--- src/rtl/alu_pkg.sv ---
// alu_pkg: shared opcodes, FSM states, error codes and instruction field offsets
// for the ALU issue controller.
package alu_pkg;
    localparam logic [2:0] OP_ADD  = 3'b000;
    localparam logic [2:0] OP_SUB  = 3'b001;
    localparam logic [2:0] OP_MUL  = 3'b010;
    localparam logic [2:0] OP_DIV  = 3'b011;
    localparam logic [2:0] OP_OR   = 3'b100;
    localparam logic [2:0] OP_NOR  = 3'b101;
    localparam logic [2:0] OP_NAND = 3'b110;
    localparam logic [2:0] OP_ILL  = 3'b111;

    localparam logic [1:0] ERR_NONE = 2'b00;
    localparam logic [1:0] ERR_ILL  = 2'b01;
    localparam logic [1:0] ERR_DIV0 = 2'b10;

    localparam int OP_LSB  = 13;
    localparam int RD_LSB  = 10;
    localparam int RS1_LSB = 7;
    localparam int RS2_LSB = 4;

    typedef enum logic [1:0] {
        S_IDLE = 2'd0,
        S_OPRD = 2'd1,
        S_EXEC = 2'd2,
        S_WB   = 2'd3
    } state_t;
endpackage

--- src/rtl/alu_regfile.sv ---
// alu_regfile: NREG x DATA_W register file with two operand reads, one debug read
// and one write port; optionally hardwires R0 to zero.
module alu_regfile #(
    parameter int DATA_W  = 16,
    parameter int NREG    = 8,
    parameter bit R0_ZERO = 1'b1,
    localparam int AW     = $clog2(NREG)
) (
    input  logic              clk,
    input  logic              rst_n,
    input  logic [AW-1:0]     ra_addr,
    input  logic [AW-1:0]     rb_addr,
    input  logic [AW-1:0]     dbg_addr,
    input  logic              wr_en,
    input  logic [AW-1:0]     wr_addr,
    input  logic [DATA_W-1:0] wr_data,
    output logic [DATA_W-1:0] ra_data,
    output logic [DATA_W-1:0] rb_data,
    output logic [DATA_W-1:0] dbg_data
);
    logic [DATA_W-1:0] regs_q [NREG];
    logic [DATA_W-1:0] regs_d [NREG];

    always_comb begin
        regs_d = regs_q;
        if (wr_en && !(R0_ZERO && wr_addr == '0)) regs_d[wr_addr] = wr_data;
    end

    always_ff @(posedge clk or negedge rst_n) begin
        if (!rst_n) regs_q <= '{default: '0};
        else        regs_q <= regs_d;
    end

    assign ra_data  = (R0_ZERO && ra_addr == '0)  ? '0 : regs_q[ra_addr];
    assign rb_data  = (R0_ZERO && rb_addr == '0)  ? '0 : regs_q[rb_addr];
    assign dbg_data = (R0_ZERO && dbg_addr == '0) ? '0 : regs_q[dbg_addr];
endmodule

--- src/rtl/alu_issue_ctrl.sv ---
// alu_issue_ctrl: issues one 3-operand instruction every 4 cycles to an external
// combinational ALU, guarding against illegal opcodes and divide-by-zero.
module alu_issue_ctrl
    import alu_pkg::*;
#(
    parameter int DATA_W  = 16,
    parameter int NREG    = 8,
    parameter bit R0_ZERO = 1'b1,
    localparam int AW     = $clog2(NREG)
) (
    input  logic              clk,
    input  logic              rst_n,
    input  logic              instr_valid,
    output logic              instr_ready,
    input  logic [15:0]       instr,
    output logic [DATA_W-1:0] alu_a,
    output logic [DATA_W-1:0] alu_b,
    output logic [2:0]        alu_opcode,
    input  logic [DATA_W-1:0] alu_result,
    input  logic              alu_zero,
    output logic              done,
    output logic              err,
    output logic [1:0]        err_code,
    output logic              flag_z,
    output logic              alu_chk_err,
    input  logic [AW-1:0]     dbg_addr,
    output logic [DATA_W-1:0] dbg_data
);
    state_t                  state_q, state_d;
    logic [15:RS2_LSB]       instr_q, instr_d;
    logic [DATA_W-1:0]       alu_a_q, alu_a_d, alu_b_q, alu_b_d, res_q, res_d;
    logic [2:0]              alu_op_q, alu_op_d;
    logic [1:0]              code_q, code_d;
    logic                    z_q, z_d, flag_z_q, flag_z_d, chk_q, chk_d;
    logic [DATA_W-1:0]       ra_data, rb_data;
    logic                    wb_ok;
    logic                    unused_low_bits;

    wire [2:0] op = instr_q[OP_LSB +: 3];

    assign unused_low_bits = ^instr[RS2_LSB-1:0];

    always_ff @(posedge clk or negedge rst_n) begin
        if (!rst_n) state_q <= S_IDLE;
        else        state_q <= state_d;
    end

    always_comb begin
        state_d = state_q;
        case (state_q)
            S_IDLE:  state_d = instr_valid ? S_OPRD : S_IDLE;
            S_OPRD:  state_d = S_EXEC;
            S_EXEC:  state_d = S_WB;
            default: state_d = S_IDLE;
        endcase
    end

    always_comb begin
        instr_ready = state_q == S_IDLE;
        done        = state_q == S_WB;
        err         = done && code_q != ERR_NONE;
        err_code    = done ? code_q : ERR_NONE;
    end

    always_comb begin
        instr_d  = (state_q == S_IDLE && instr_valid) ? instr[15:RS2_LSB] : instr_q;
        alu_a_d  = (state_q == S_OPRD) ? ra_data : alu_a_q;
        alu_b_d  = (state_q == S_OPRD) ? rb_data : alu_b_q;
        alu_op_d = (state_q == S_OPRD && op != OP_ILL) ? op : alu_op_q;
        code_d   = (state_q != S_OPRD)                ? code_q   :
                   (op == OP_ILL)                     ? ERR_ILL  :
                   (op == OP_DIV && rb_data == '0)    ? ERR_DIV0 : ERR_NONE;
        res_d    = (state_q == S_EXEC) ? alu_result : res_q;
        z_d      = (state_q == S_EXEC) ? alu_zero : z_q;
        wb_ok    = state_q == S_WB && code_q == ERR_NONE;
        flag_z_d = wb_ok ? (res_q == '0) : flag_z_q;
        // cross-check the ALU's own zero output against the captured result
        chk_d    = chk_q | (wb_ok && (z_q != (res_q == '0)));
    end

    always_ff @(posedge clk or negedge rst_n) begin
        if (!rst_n) begin
            instr_q  <= '0;
            alu_a_q  <= '0;
            alu_b_q  <= '0;
            alu_op_q <= '0;
            code_q   <= ERR_NONE;
            res_q    <= '0;
            z_q      <= 1'b0;
            flag_z_q <= 1'b0;
            chk_q    <= 1'b0;
        end else begin
            instr_q  <= instr_d;
            alu_a_q  <= alu_a_d;
            alu_b_q  <= alu_b_d;
            alu_op_q <= alu_op_d;
            code_q   <= code_d;
            res_q    <= res_d;
            z_q      <= z_d;
            flag_z_q <= flag_z_d;
            chk_q    <= chk_d;
        end
    end

    assign alu_a       = alu_a_q;
    assign alu_b       = alu_b_q;
    assign alu_opcode  = alu_op_q;
    assign flag_z      = flag_z_q;
    assign alu_chk_err = chk_q;

    alu_regfile #(.DATA_W(DATA_W), .NREG(NREG), .R0_ZERO(R0_ZERO)) u_rf (
        .clk      (clk),
        .rst_n    (rst_n),
        .ra_addr  (instr_q[RS1_LSB +: AW]),
        .rb_addr  (instr_q[RS2_LSB +: AW]),
        .dbg_addr (dbg_addr),
        .wr_en    (wb_ok),
        .wr_addr  (instr_q[RD_LSB +: AW]),
        .wr_data  (res_q),
        .ra_data  (ra_data),
        .rb_data  (rb_data),
        .dbg_data (dbg_data)
    );
endmodule

--- config.mk ---
export PLATFORM = sky130hd
export DESIGN_NAME = alu_issue_ctrl
export DESIGN_NICKNAME = d
export VERILOG_FILES = /design/src/rtl/alu_pkg.sv /design/src/rtl/alu_regfile.sv /design/src/rtl/alu_issue_ctrl.sv
export SDC_FILE = /design/constraint.sdc
export NUM_CORES = 1
export LEC_CHECK = 0
export BUFFER_PORTS_ARGS = -buffer_cell sky130_fd_sc_hd__buf_2
export CAP_MARGIN = 10
export CORE_MARGIN = 4
export CORE_UTILIZATION = 54
export CTS_CLUSTER_DIAMETER = 60
export CTS_CLUSTER_SIZE = 10
export DETAILED_ROUTE_END_ITERATION = 10
export MAX_ROUTING_LAYER = met4
export PLACE_DENSITY = 0.76
export SYNTH_ARGS = -nofsm -noshare
export SYNTH_HDL_FRONTEND = slang
export SYNTH_SLANG_ARGS = --single-unit
--- constraint.sdc ---
create_clock -name clk -period 1.72 [get_ports clk]
set_input_delay 0.086 -clock clk [delete_from_list [all_inputs] [get_ports clk]]
set_output_delay 0.086 -clock clk [all_outputs]
set_load 0.05 [all_outputs]
# Word level (Yosys, flattened, before mapping)
# Index checks and enable logic that the tools add are counted.
classes:
  magnitude_cmp: 5
  eq_ne: 8
  mux: 20
  bitwise_logic: 5
  reduce_logical: 18
ops:
  columns: ["cell", "count"]
  rows:
  - ["$mux 16", 10]
  - ["$bmux 16 s3", 3]
  - ["$bwmux 128", 1]
  - ["$demux 16 s3", 1]
  - ["$logic_not 16->1", 2]
  - ["$ge 4x4->1 const B", 4]
  - ["$not 3->4", 4]
  - ["$logic_not 3->1", 4]
  - ["$logic_and 1x1->1", 8]
  - ["$mux 2", 3]
  - ["$pmux 2 s3", 1]
  - ["$eq 2x2->1 const B", 2]
  - ["$logic_not 2->1", 2]
  - ["$lt 4x1->1 const B", 1]
  - ["$eq 3x2->1 const B", 1]
  - ["$eq 3x3->1 const B", 1]
  - ["$ne 3x3->1 const B", 1]
  - ["$eq 2x1->1 const B", 1]
  - ["$ne 2x1->1 const B", 1]
  - ["$reduce_bool 2->1", 1]
  - ["$logic_not 1->1", 1]
  - ["$mux 1", 1]
  - ["$ne 1x1->1", 1]
  - ["$or 1x1->1", 1]
word_totals:
  reg_bits: 198
  inputBits: 39
  out_inout_bits: 58
  word_cells: 74

# Logic depth before layout (Yosys ltp)
# Gate-level depths: netlist (run 1).
depth:
  ltp_word: 9
  ltp_mapped: 8
  depth_no_buf: 6

# Cells and area by module
# Synthesis (run 1) repeated with hierarchy kept, for this count alone.
unflattened:
  cells_unflattened: 749
  hier_area_um2: 9945.8
by_module_without_submodules:
  columns: ["mod", "n_inst", "cells_per_inst", "area_each_um2", "seq_area_each_um2"]
  rows:
  - ["alu_regfile", 1, 564, 7186.9, 2802.7]
  - ["alu_issue_ctrl", 1, 185, 2758.9, 1751.7]

# Worst setup path before layout (run 1)
# OpenSTA, ideal clock, no wires.
synth_path:
  path_type: "reg2reg"
  from: "reg state_q[0]"
  to: "reg u_rf.regs_q[10] (netlist name)"
  setup_time_ps: 125
  t_arrival_ps: 2113
  t_required_ps: 1595
  path_slack_ps: -518
  path_stages_with_launch: 8
  path_buffers: 3
  synth_period_minus_slack_ps: 2238
  path_cell_list: "dfrtp_1 > ha_1 > and3_1 > clkbuf_1 > and3_1 > buf_2 > buf_2 > mux2_2"
synth_via:
  elab_chain_cells: 3
synth_rtl:
  columns: ["item", "line_no", "text"]
  rows:
  - ["start, declared", "alu_issue_ctrl.sv:29", "state_t state_q, state_d;"]
  - ["start signal, assigned", "alu_issue_ctrl.sv:45", "else state_q <= state_d;"]
  - ["$eq 2x2->1", null, null]
  - ["via done", "alu_issue_ctrl.sv:21", "output logic done,"]
  - ["$logic_and 1x1->1", "alu_issue_ctrl.sv:75", "wb_ok = state_q == S_WB && code_q == ERR_NONE;"]
  - ["$logic_and 1x1->1", "alu_regfile.sv:26", "if (wr_en && !(R0_ZERO && wr_addr == '0)) regs_d[wr_addr] = wr_data;"]
  - ["end signal, assigned", "alu_regfile.sv:31", "else regs_q <= regs_d;"]
  - ["end, declared", "alu_regfile.sv:21", "logic [DATA_W-1:0] regs_q [NREG];"]
# The timed path passes the listed nets, and every way through them passes these cells.
# A chain may end at the register's enable or synchronous reset.

# Worst setup path after layout (run 1)
layout_path:
  from: "reg instr_q[4] (netlist name)"
  to: "reg alu_b_q[1], in the netlist alu_b[1]"
layout_via:
  elab_chain_cells: 5
  word_cells_on_any_way: 6
layout_rtl:
  columns: ["item", "line_no", "text"]
  rows:
  - ["start, declared", "alu_issue_ctrl.sv:30", "logic [15:RS2_LSB] instr_q, instr_d;"]
  - ["start signal, assigned", "alu_issue_ctrl.sv:93", "instr_q <= instr_d;"]
  - ["$not 3->4 (not written as such)", "alu_regfile.sv:35", "assign rb_data = (R0_ZERO && rb_addr == '0) ? '0 : regs_q[rb_addr];"]
  - ["$bmux 16 s3", "alu_regfile.sv:35", null]
  - ["$mux 16 (not written as such) (2 in series)", "alu_regfile.sv:35", null]
  - ["$mux 16 (*)", "alu_regfile.sv:35", null]
  - ["end signal, assigned", "alu_issue_ctrl.sv:95", "alu_b_q <= alu_b_d;"]
  - ["end, declared", "alu_issue_ctrl.sv:31", "logic [DATA_W-1:0] alu_a_q, alu_a_d, alu_b_q, alu_b_d, res_q, res_d;"]
# Every way passes the cells marked *; elsewhere a longest branch is shown, timed or not. The select of a mux whose other input is x is not followed.

==> results of run 1 <==
[per-layer routing]
metal	vias up	part of all wire [%]	routed length, µm	GRT usage, %
met1	4225	35	12500	40.2
li1	3387	-	-	-
met3	193	10	3520	6.97
met5	-	0	0	-
met2	653	48	17000	51.5
met4	0	6.5	2310	13.9
[kinds of logic after synthesis]
logic type	Yosys count	share of synthesized area [%]
multiplexers	278	35.8
flip-flops	187	47.6
AND/OR/NAND/NOR	115	5.36
AO/OA/AOI/OAI	104	7.29
buffers and inverters	74	3.37
adder cells (fa/ha/maj)	4	0.509
XOR/XNOR	1	0.0891
[metrics by stage]
stage	utilization, %	setup slack, ps	std cells
floorplan	-	-79.2	763
global placement	63.7	-204	1126
detailed placement	63.7	-246	1126
CTS	73.1	-179	1242
global route	77.7	-451	1271
finish	77.7	-382	1271
[final timing paths]
check                                                  start                           end  slack (ps)
min in group asynchronous                              rst_n          alu_b[8]$_DFFE_PN0P_         190
max in group asynchronous                              rst_n  u_rf.regs_q[107]$_DFFE_PN0P_         780
worst min-delay path                             instr_valid          state_q[0]$_DFF_PN0_         140
worst max register to register        instr_q[4]$_DFFE_PN0P_          alu_b[1]$_DFFE_PN0P_        -380
worst max-delay path                  instr_q[4]$_DFFE_PN0P_          alu_b[1]$_DFFE_PN0P_        -380
worst min register to register  u_rf.regs_q[127]$_DFFE_PN0P_  u_rf.regs_q[127]$_DFFE_PN0P_         380
[area by class of cell]
class | count | area (µm²)
flip-flops and latches | 187 | 4690
clock inverters | 11 | 96.3
repair buffers | 307 | 2670
inverters | 11 | 41.3
fillers | 945 | 4010
multi-input cells | 503 | 5700
clock buffers | 21 | 460
diodes | 2 | 5.00
well taps | 229 | 287
[tightest hold or removal path, stage by stage]
cell,delay (ps)
buf_2,90
nand2_1,100
buf_12,160
mux2i_1,90
[flip-flops by register name, summed over array words and instances (netlist names)]
register,flops
state_q,2
instr_q,12
alu_b,16
code_q,2
alu_opcode,3
flag_z,1
res_q,16
alu_chk_err,1
alu_a,16
z_q,1
u_rf.regs_q,117
[power by group through the flow]
| stage | combinational [W] | sequential [W] | clock [W] |
|---|---|---|---|
| after global routing | 0.0193 | 0.00860 | 0.00398 |
| after detailed placement | 0.0135 | 0.00848 | 0 |
| after floorplan | 0.00789 | 0.00901 | 0 |
| after CTS | 0.0157 | 0.00815 | 0.00379 |
| after global placement | 0.0131 | 0.00828 | 0 |
| final | 0.0187 | 0.00849 | 0.00380 |
[layout by cell type, fill, tap and decap left out, types with 25 or more instances in the layout]
| master | instances |
|---|---|
| buf_4 | 141 |
| buf_2 | 73 |
| mux4_2 | 37 |
| nand2_1 | 25 |
| mux2_4 | 37 |
| mux2_2 | 173 |
| buf_6 | 34 |
| dlygate4sd3_1 | 30 |
| mux2i_1 | 29 |
| dfrtp_1 | 182 |
[timing repair]
item,CTS,global route
endpoints found under the hold margin,79,0
gates resized for setup,123,126
endpoints found under the setup margin,64,81
hold buffers,30,0
gates cloned,0,6
buffers inserted,55,26
pin swaps,10,39
==> run_results.csv, run 1 <==
group,metric,value,unit
sta,relSlewSlack,50.0,%
floorplanning,initial_core_util,54.7,%
logic_synthesis,yosys-top-cells-area,"dfrtp_1 48%, mux2_2 24%, mux4_2 8.5%",
worst_setup_path,required,2100,ps
cts,numCtsBuffers,17,
floorplanning,rows,49,
min_path,hp-class,"primary input to register",
grt,grt_max_degree,57,
final_layout,drive_above_1_share,66.3,%
worst_setup_path,critPathKind,"register to register",
placed_design,placed_area,0.0114,mm²
logic_synthesis,synth_most_common_cell,"mux2_2",
sta,tns,-4750,ps
worst_setup_path,critPathTopFamily,"compound AO/OA/AOI/OAI gates",
worst_setup_path,start_kind,"register",
placed_design,place_congestion,0.961,
sta,rsz0062_at_grt,"true",
sta,final.period_utilization,122,%
worst_setup_path,worstPathArrival,2480,ps
grt,antenna_found_initial,2,
sta,max_freq,476,MHz
floorplanning,ios,97,
outcome,failed_checks,"negative setup slack",
power_and_ir_drop,p_total,0.0309,W
power_and_ir_drop,p_clk_share,12.3,%
logic_synthesis,syn_area,0.00983,mm²
worst_setup_path,crit_slowest_cell,"nor2b_2",
sta,setup_viol,45,
cts,clk_path_buf_depth,2,
worst_setup_path,path_depth,6,
cts,cts.reportedPaths.clkPinSlew,70,ps
cts,cts_tree,"yes",
sta,fin_crit,2100,ps
logic_synthesis,synth_largest_area_cell,"dfrtp_1",
power_and_ir_drop,switchingPower,0.0134,W
logic_synthesis,synthTopCellsByCount,"206 x mux2_2, 187 x dfrtp_1, 44 x nor2_1",
grt,grt_usage,32.3,%
power_and_ir_drop,powerDensity,2220,mW/mm²
floorplanning,core-area,0.0180,mm²
worst_setup_path,worst-path-buf-inv,2,
placed_design,io_buffers,92,
cts,clockRootBuffer,"clkbuf_16",
logic_synthesis,synth_cells,763,
power_and_ir_drop,leakagePower,6.32,nW
route,drt_drc_violations_left,0,
final_layout,nets,1070,
route,ant_nets,0,
logic_synthesis,synth_edf_count,0,
route,wl,35300,µm
cts,clock_latency,450,ps
floorplanning,die_h,143,µm
worst_setup_path,path_max_fanout,7,
logic_synthesis,syn_nets,806,
route,first_iter_violations,1010,
cts,clock_sinks,187,
job,maxCapViolations,0,
power_and_ir_drop,power.share.switching,43.3,%
outcome,status,"finished with violations",
sta,skew,11.3,ps
sta,tightest_slew,749,ps
logic_synthesis,syn_avg_cell_area,12.9,µm²
logic_synthesis,synth_top_area_share,47.6,%
route,wl_per_cell,27.8,µm
route,vias,8458,
logic_synthesis,seq_area_frac_synth,47.6,%
worst_setup_path,slowest_delay,460,ps
power_and_ir_drop,ir_worst_vdd,1.89,mV
logic_synthesis,async_flop_share,100,%
route,vias_per_cell,6.65,
floorplanning,die_area,0.0204,mm²
sta,drv_slew,0,
grt,grt_pass1_vias,8509,
power_and_ir_drop,internal-power,0.0175,W
min_path,hold_path_depth,4,
power_and_ir_drop,seqPwrFrac,27.4,%
sta,finalHoldViolCount,0,
grt,grt_pass1_wl,48400,µm
worst_setup_path,worstSetupEndpointType,"register",
logic_synthesis,yosysUniqueCellTypes,33,
placed_design,place_hpwl,20200,µm
cts,htreeDepth,4,
logic_synthesis,ys_ff_latch,187,
final_layout,syn_to_final_growth,41.8,%
worst_setup_path,reg2regPathDepth,6,
sta,fin_ws,-382,ps
grt,overflow,0,
worst_setup_path,worstPathCellList,"buf_12 > nor2b_2 > a221oi_2 > a221oi_1 > buf_4 > mux2_2",
floorplanning,die_w,143,µm
route,dr.pass1.iters,7,
power_and_ir_drop,p_comb_share,60.3,%
sta,hold_ws,137,ps
logic_synthesis,yosysWarnings,0,
logic_synthesis,synth-main-ff-cell,"dfrtp_1",
final_layout,design_area,0.0139,mm²
Note: power is estimated with default switching activity, not from simulation.
==> inputs of run 2 (changes only) <==
--- a/config.mk
+++ b/config.mk
@@ -7,13 +7,15 @@
 export LEC_CHECK = 0
 export BUFFER_PORTS_ARGS = -buffer_cell sky130_fd_sc_hd__buf_2
 export CAP_MARGIN = 10
+export CELL_PAD_IN_SITES_DETAIL_PLACEMENT = 1
+export CELL_PAD_IN_SITES_GLOBAL_PLACEMENT = 2
 export CORE_MARGIN = 4
-export CORE_UTILIZATION = 54
+export CORE_UTILIZATION = 37
 export CTS_CLUSTER_DIAMETER = 60
 export CTS_CLUSTER_SIZE = 10
 export DETAILED_ROUTE_END_ITERATION = 10
 export MAX_ROUTING_LAYER = met4
-export PLACE_DENSITY = 0.76
+export PLACE_DENSITY = 0.75
 export SYNTH_ARGS = -nofsm -noshare
 export SYNTH_HDL_FRONTEND = slang
 export SYNTH_SLANG_ARGS = --single-unit
==> run_results.csv, run 2 (synthesized netlist as in run 1, its figures left out) <==
group,metric,value,unit
route,first_iter_violations,520,
route,ant_nets,0,
cts,cts_tree,"yes",
cts,numCtsBuffers,17,
sta,hold_ws,118,ps
final_layout,largest_reg_flops,117,
sta,skew,18.0,ps
cts,clk_path_buf_depth,2,
sta,max_freq,520,MHz
route,top_layer_used,"met4",
final_layout,syn_to_final_growth,47.6,%
floorplanning,ios,97,
grt,grt_pass1_vias,8676,
placed_design,placed_area,0.0119,mm²
worst_setup_path,critPathKind,"register to register",
worst_setup_path,start_kind,"register",
route,drt_drc_violations_left,0,
power_and_ir_drop,powerDensity,2180,mW/mm²
power_and_ir_drop,ir_worst_vdd,1.05,mV
floorplanning,die_w,171,µm
sta,tightest_slew,431,ps
placed_design,place_congestion,0.868,
final_layout,top_register,"u_rf.regs_q",
route,dr.pass1.iters,5,
final_layout,final_common_cell,"dfrtp_1",
sta,fin_ws,-205,ps
route,routed-wl-met3,1480,µm
power_and_ir_drop,leakagePower,6.56,nW
sta,final.period_utilization,112,%
worst_setup_path,required,2080,ps
worst_setup_path,worstPathArrival,2280,ps
sta,setup_viol,43,
floorplanning,die_h,171,µm
cts,clock_latency,440,ps
floorplanning,core-area,0.0261,mm²
floorplanning,die_area,0.0293,mm²
grt,grt_max_degree,58,
route,drt-met1-wl,16200,µm
final_layout,fillCellCount,2611,
cts,clock_sinks,187,
grt,antenna_found_initial,1,
route,wl,37500,µm
cts,cts.reportedPaths.clkPinSlew,70,ps
outcome,failed_checks,"negative setup slack",
grt,overflow,0,
worst_setup_path,worstSetupEndpointType,"register",
floorplanning,rows,59,
final_layout,layout_common_cells,"175 x dfrtp_1, 174 x mux2_2, 147 x buf_4",
final_layout,multi_input_area,0.00570,mm²
job,maxCapViolations,0,
sta,fin_crit,1920,ps
outcome,status,"finished with violations",
placed_design,io_buffers,92,
route,routed-wl-met2,18900,µm
sta,drv_slew,0,
sta,rsz0062_at_grt,"true",
grt,grt_pass1_wl,55400,µm
final_layout,nets,1098,
route,vias_per_cell,5.70,
final_layout,post-route-util,55.5,%
floorplanning,initial_core_util,37.6,%
route,wl_per_cell,26.7,µm
final_layout,drive_above_1_share,67.1,%
worst_setup_path,path_max_fanout,15,
final_layout,design_area,0.0145,mm²
sta,finalHoldViolCount,0,
final_layout,regArea,0.00469,mm²
cts,clockRootBuffer,"clkbuf_16",
placed_design,place_hpwl,23500,µm
min_path,hp-class,"primary input to register",
grt,grt_usage,26.0,%
cts,htreeDepth,4,
sta,relSlewSlack,70.9,%
route,vias,8001,
run 2: power breakdown:
part / switching, W / internal (W)
Sequential: 0.00194 / 0.00640
Clock: 0.00188 / 0.00230
Combinational: 0.00954 / 0.00956
run 2: final cells by class:
| cell class | instances | share of cell area [%] |
|---|---|---|
| diodes | 1 | 0.0172 |
| well taps | 335 | 2.89 |
| clock buffers | 19 | 2.98 |
| flip-flops and latches | 187 | 32.3 |
| multi-input cells | 503 | 39.2 |
| repair buffers | 335 | 21.1 |
| clock inverters | 13 | 1.13 |
| inverters | 11 | 0.284 |
run 2: per-layer routing:
metal | global-route usage (%) | up-vias
met1 | 33.5 | 4264
met2 | 42.0 | 232
met3 | 4.27 | 53
met5 | - | -
li1 | - | 3452
met4 | 8.89 | 0
run 2: repair_timing:
| item | in CTS | in global routing |
|---|---|---|
| hold buffers | 30 | 0 |
| setup buffers | 60 | 14 |
| gates cloned | 3 | 4 |
| endpoints found under the hold margin | 85 | 0 |
| gates resized for setup | 193 | 79 |
| setup endpoints to repair | 67 | 100 |
| pin swaps | 45 | 31 |
run 2: metrics by stage:
stage | power (W) | instances | setup WS, ps | setup TNS (ps)
2_1_floorplan | 0.0169 | 763 | -79.2 | -1830
3_3_place_gp | 0.0225 | 1263 | -207 | -2040
3_5_place_dp | 0.0229 | 1263 | -288 | -2920
4_1_cts | 0.0301 | 1387 | -210 | -2810
5_1_grt | 0.0330 | 1404 | -260 | -5200
6_report | 0.0316 | 1404 | -205 | -2980
run 2: worst max-delay path, cell delays in order, from the launching register on:
cell	delay, ps
dfrtp_2	430
buf_12	170
mux2_4	310
a221oi_2	290
a221oi_2	80
nor4_2	320
nand4_1	120
o22ai_1	120
run 2: final timing paths:
check / start / endpoint / slack, ps / cells after the start
max: instr_q[4]$_DFFE_PN0P_ / code_q[1]$_DFFE_PN0P_ / -200 / 7
min: instr_valid / state_q[0]$_DFF_PN0_ / 120 / 4
max reg2reg: instr_q[4]$_DFFE_PN0P_ / code_q[1]$_DFFE_PN0P_ / -200 / 7
min reg2reg: u_rf.regs_q[127]$_DFFE_PN0P_ / u_rf.regs_q[127]$_DFFE_PN0P_ / 380 / 0
max in group asynchronous: rst_n / u_rf.regs_q[58]$_DFFE_PN0P_ / 820 / 3
min in group asynchronous: rst_n / u_rf.regs_q[118]$_DFFE_PN0P_ / 150 / 2
==> inputs of run 3 (changes only) <==
--- a/config.mk
+++ b/config.mk
@@ -5,17 +5,18 @@
 export SDC_FILE = /design/constraint.sdc
 export NUM_CORES = 1
 export LEC_CHECK = 0
+export ABC_AREA = 1
 export BUFFER_PORTS_ARGS = -buffer_cell sky130_fd_sc_hd__buf_2
 export CAP_MARGIN = 10
-export CELL_PAD_IN_SITES_DETAIL_PLACEMENT = 1
+export CELL_PAD_IN_SITES_DETAIL_PLACEMENT = 2
 export CELL_PAD_IN_SITES_GLOBAL_PLACEMENT = 2
 export CORE_MARGIN = 4
-export CORE_UTILIZATION = 37
+export CORE_UTILIZATION = 32
 export CTS_CLUSTER_DIAMETER = 60
 export CTS_CLUSTER_SIZE = 10
 export DETAILED_ROUTE_END_ITERATION = 10
 export MAX_ROUTING_LAYER = met4
-export PLACE_DENSITY = 0.75
+export PLACE_DENSITY = 0.76
 export SYNTH_ARGS = -nofsm -noshare
 export SYNTH_HDL_FRONTEND = slang
 export SYNTH_SLANG_ARGS = --single-unit
==> run_results.csv, run 3 <==
group,metric,value,unit
logic_synthesis,syn_avg_cell_area,7.53,µm²
route,first_iter_violations,1104,
sta,fin_ws,-176,ps
final_layout,final_common_cell,"nand2_1",
cts,clock_latency,480,ps
sta,skew,17.6,ps
worst_setup_path,reg2regPathDepth,9,
logic_synthesis,synth_top_area_share,46.9,%
cts,clock_sinks,198,
placed_design,post-place-cells,1948,
logic_synthesis,yosysUniqueCellTypes,33,
placed_design,place_congestion,0.885,
logic_synthesis,seq_area_frac_synth,46.9,%
final_layout,syn_to_final_growth,36.2,%
grt,antenna_found_initial,1,
power_and_ir_drop,power.share.switching,51.6,%
sta,max_freq,527,MHz
floorplanning,rows,66,
worst_setup_path,path_max_fanout,3,
route,wl_per_cell,27.1,µm
power_and_ir_drop,leakagePower,6.67,nW
logic_synthesis,syn_nets,1445,
power_and_ir_drop,seqPwrFrac,26.7,%
power_and_ir_drop,ir_worst_vdd,0.965,mV
logic_synthesis,synth-main-ff-cell,"dfrtp_1",
floorplanning,die_area,0.0360,mm²
sta,final.period_utilization,110,%
worst_setup_path,required,1630,ps
final_layout,fillCellCount,3651,
sta,fin_crit,1900,ps
worst_setup_path,worstSetupEndpointType,"output port",
grt,grt_pass1_vias,12700,
logic_synthesis,yosys-top-cells-area,"dfrtp_1 47%, o21ai_0 13%, nand2_1 11%",
cts,numCtsBuffers,17,
sta,rsz0062_at_grt,"true",
cts,cts_tree,"yes",
power_and_ir_drop,powerDensity,2110,mW/mm²
logic_synthesis,synth_largest_area_cell,"dfrtp_1",
logic_synthesis,yosysWarnings,0,
floorplanning,ios,97,
route,drt_drc_violations_left,0,
sta,drv_slew,0,
min_path,hp-class,"primary input to register",
sta,finalHoldViolCount,0,
min_path,hold_path_depth,4,
sta,relSlewSlack,58.8,%
grt,overflow,0,
logic_synthesis,ys_ff_latch,198,
grt,grt_usage,29.7,%
worst_setup_path,start_kind,"register",
grt,grt_max_degree,63,
floorplanning,die_w,190,µm
route,vias_per_cell,5.71,
route,wl,55600,µm
final_layout,top_register,"u_rf.regs_q",
sta,setup_viol,20,
power_and_ir_drop,p_total,0.0304,W
floorplanning,core-area,0.0325,mm²
final_layout,nets,1641,
logic_synthesis,async_flop_share,100,%
route,dr.pass1.iters,5,
outcome,failed_checks,"negative setup slack",
final_layout,drive_above_1_share,28.2,%
logic_synthesis,syn_area,0.0106,mm²
power_and_ir_drop,p_comb_share,59.1,%
route,ant_nets,0,
logic_synthesis,synth_cells,1402,
sta,hold_ws,138,ps
placed_design,placed_area,0.0124,mm²
cts,htreeDepth,4,
power_and_ir_drop,internal-power,0.0147,W
job,maxCapViolations,0,
route,vias,11700,
logic_synthesis,synthTopCellsByCount,"321 x nand2_1, 267 x o21ai_0, 198 x dfrtp_1",
grt,grt_pass1_wl,78400,µm
logic_synthesis,synth_most_common_cell,"nand2_1",
sta,tightest_slew,618,ps
worst_setup_path,critPathKind,"register to output port",
cts,cts.reportedPaths.clkPinSlew,80,ps
cts,clockRootBuffer,"clkbuf_16",
power_and_ir_drop,p_clk_share,14.2,%
final_layout,instances_no_fill,2054,
outcome,status,"finished with violations",
logic_synthesis,synth_edf_count,0,
floorplanning,die_h,190,µm
worst_setup_path,worstPathArrival,1810,ps
placed_design,io_buffers,92,
placed_design,place_hpwl,35000,µm
final_layout,layout_common_cells,"306 x nand2_1, 214 x o21ai_0, 195 x dfrtp_1",
cts,clk_path_buf_depth,2,
power_and_ir_drop,switchingPower,0.0157,W
final_layout,largest_reg_flops,128,
final_layout,design_area,0.0144,mm²
floorplanning,initial_core_util,32.5,%
==> run 3: cell types whose count changed after synthesis, sizes merged, moves of 30 or more <==
cell | before | now
a221oi | 36 | 0
mux2 | 211 | 4
a21oi | 16 | 114
nand3 | 0 | 98
clkbuf | 28 | 66
mux2i | 30 | 0
mux4 | 37 | 0
nand2 | 38 | 321
inv | 11 | 134
o21ai | 28 | 270
==> run 3: path summary, 6_finish.rpt <==
kind | start | end | slack [ps]
min in group asynchronous | rst_n | u_rf.regs_q[20]$_DFFE_PN0P_ | 170
setup / recovery | u_rf.regs_q[80]$_DFFE_PN0P_ | dbg_data[0] | -180
hold / removal | instr_valid | instr_q[8]$_DFFE_PN0P_ | 140
max in group asynchronous | rst_n | instr_q[4]$_DFFE_PN0P_ | 810
hold reg to reg | u_rf.regs_q[123]$_DFFE_PN0P_ | u_rf.regs_q[123]$_DFFE_PN0P_ | 410
setup reg to reg | instr_q[4]$_DFFE_PN0P_ | code_q[1]$_DFFE_PN0P_ | -150
==> run 3: final cells by class <==
| type | count | area, µm² | share of cell area [%] |
|---|---|---|---|
| well taps | 442 | 553 | 3.84 |
| clock inverters | 14 | 168 | 1.17 |
| multi-input cells | 953 | 5150 | 35.8 |
| clock buffers | 18 | 429 | 2.98 |
| inverters | 137 | 527 | 3.66 |
| repair buffers | 291 | 2590 | 18.0 |
| diodes | 1 | 2.50 | 0.0174 |
| flip-flops and latches | 198 | 4960 | 34.5 |
==> run 3: power by group through the flow <==
stage	clock, W	combinational (W)	sequential [W]
3_5_place_dp	0	0.0150	0.00792
4_1_cts	0.00434	0.0162	0.00791
5_1_grt	0.00455	0.0190	0.00829
2_1_floorplan	0	0.00736	0.00863
3_3_place_gp	0	0.0144	0.00781
6_report	0.00430	0.0179	0.00812
==> run 3: routing by layer <==
layer  wire length [µm]  global-route usage [%]  part of all wire, %
met1              22600                    36.0                   41
met2              27400                    48.7                   49
met3               2730                    3.98                  4.9
met4               2930                    15.3                  5.3
met5                  0                       -                    0
==> run 3: what timing repair did <==
| action | in CTS | in global routing |
|---|---|---|
| pin swaps | 17 | 39 |
| hold endpoints to repair | 82 | 0 |
| buffers inserted | 22 | 19 |
| endpoints found under the setup margin | 71 | 98 |
| resized for setup | 135 | 114 |
| hold buffers | 30 | 0 |
| cloned | 2 | 1 |
==> run 3: logic make-up (layout without fill, tap and decap cells) <==
family,after synthesis,count (layout),share of synthesized area (%)
simple gates,499,499,19.2
fa+ha+maj,4,4,0.474
other cells,0,1,0
buf+inv,251,460,9.92
flops,198,198,46.9
mux,4,4,0.426
compound gates,446,446,23.1
==> run 3: worst max-delay path, cell delays in order (launching register included) <==
cell     delay (ps)
dfrtp_1         360
inv_1            90
a21oi_1         240
o21ai_1         180
a31oi_4         250
buf_6           190
==> run 3: stage by stage <==
stage	setup slack [ps]	util [%]	setup TNS, ps
after global placement	-123	38.2	-216
after detailed placement	-172	38.2	-1090
after floorplan	-67.5	-	-1150
final	-176	44.2	-1940
after global routing	-221	44.2	-3270
after CTS	-118	42.8	-1390
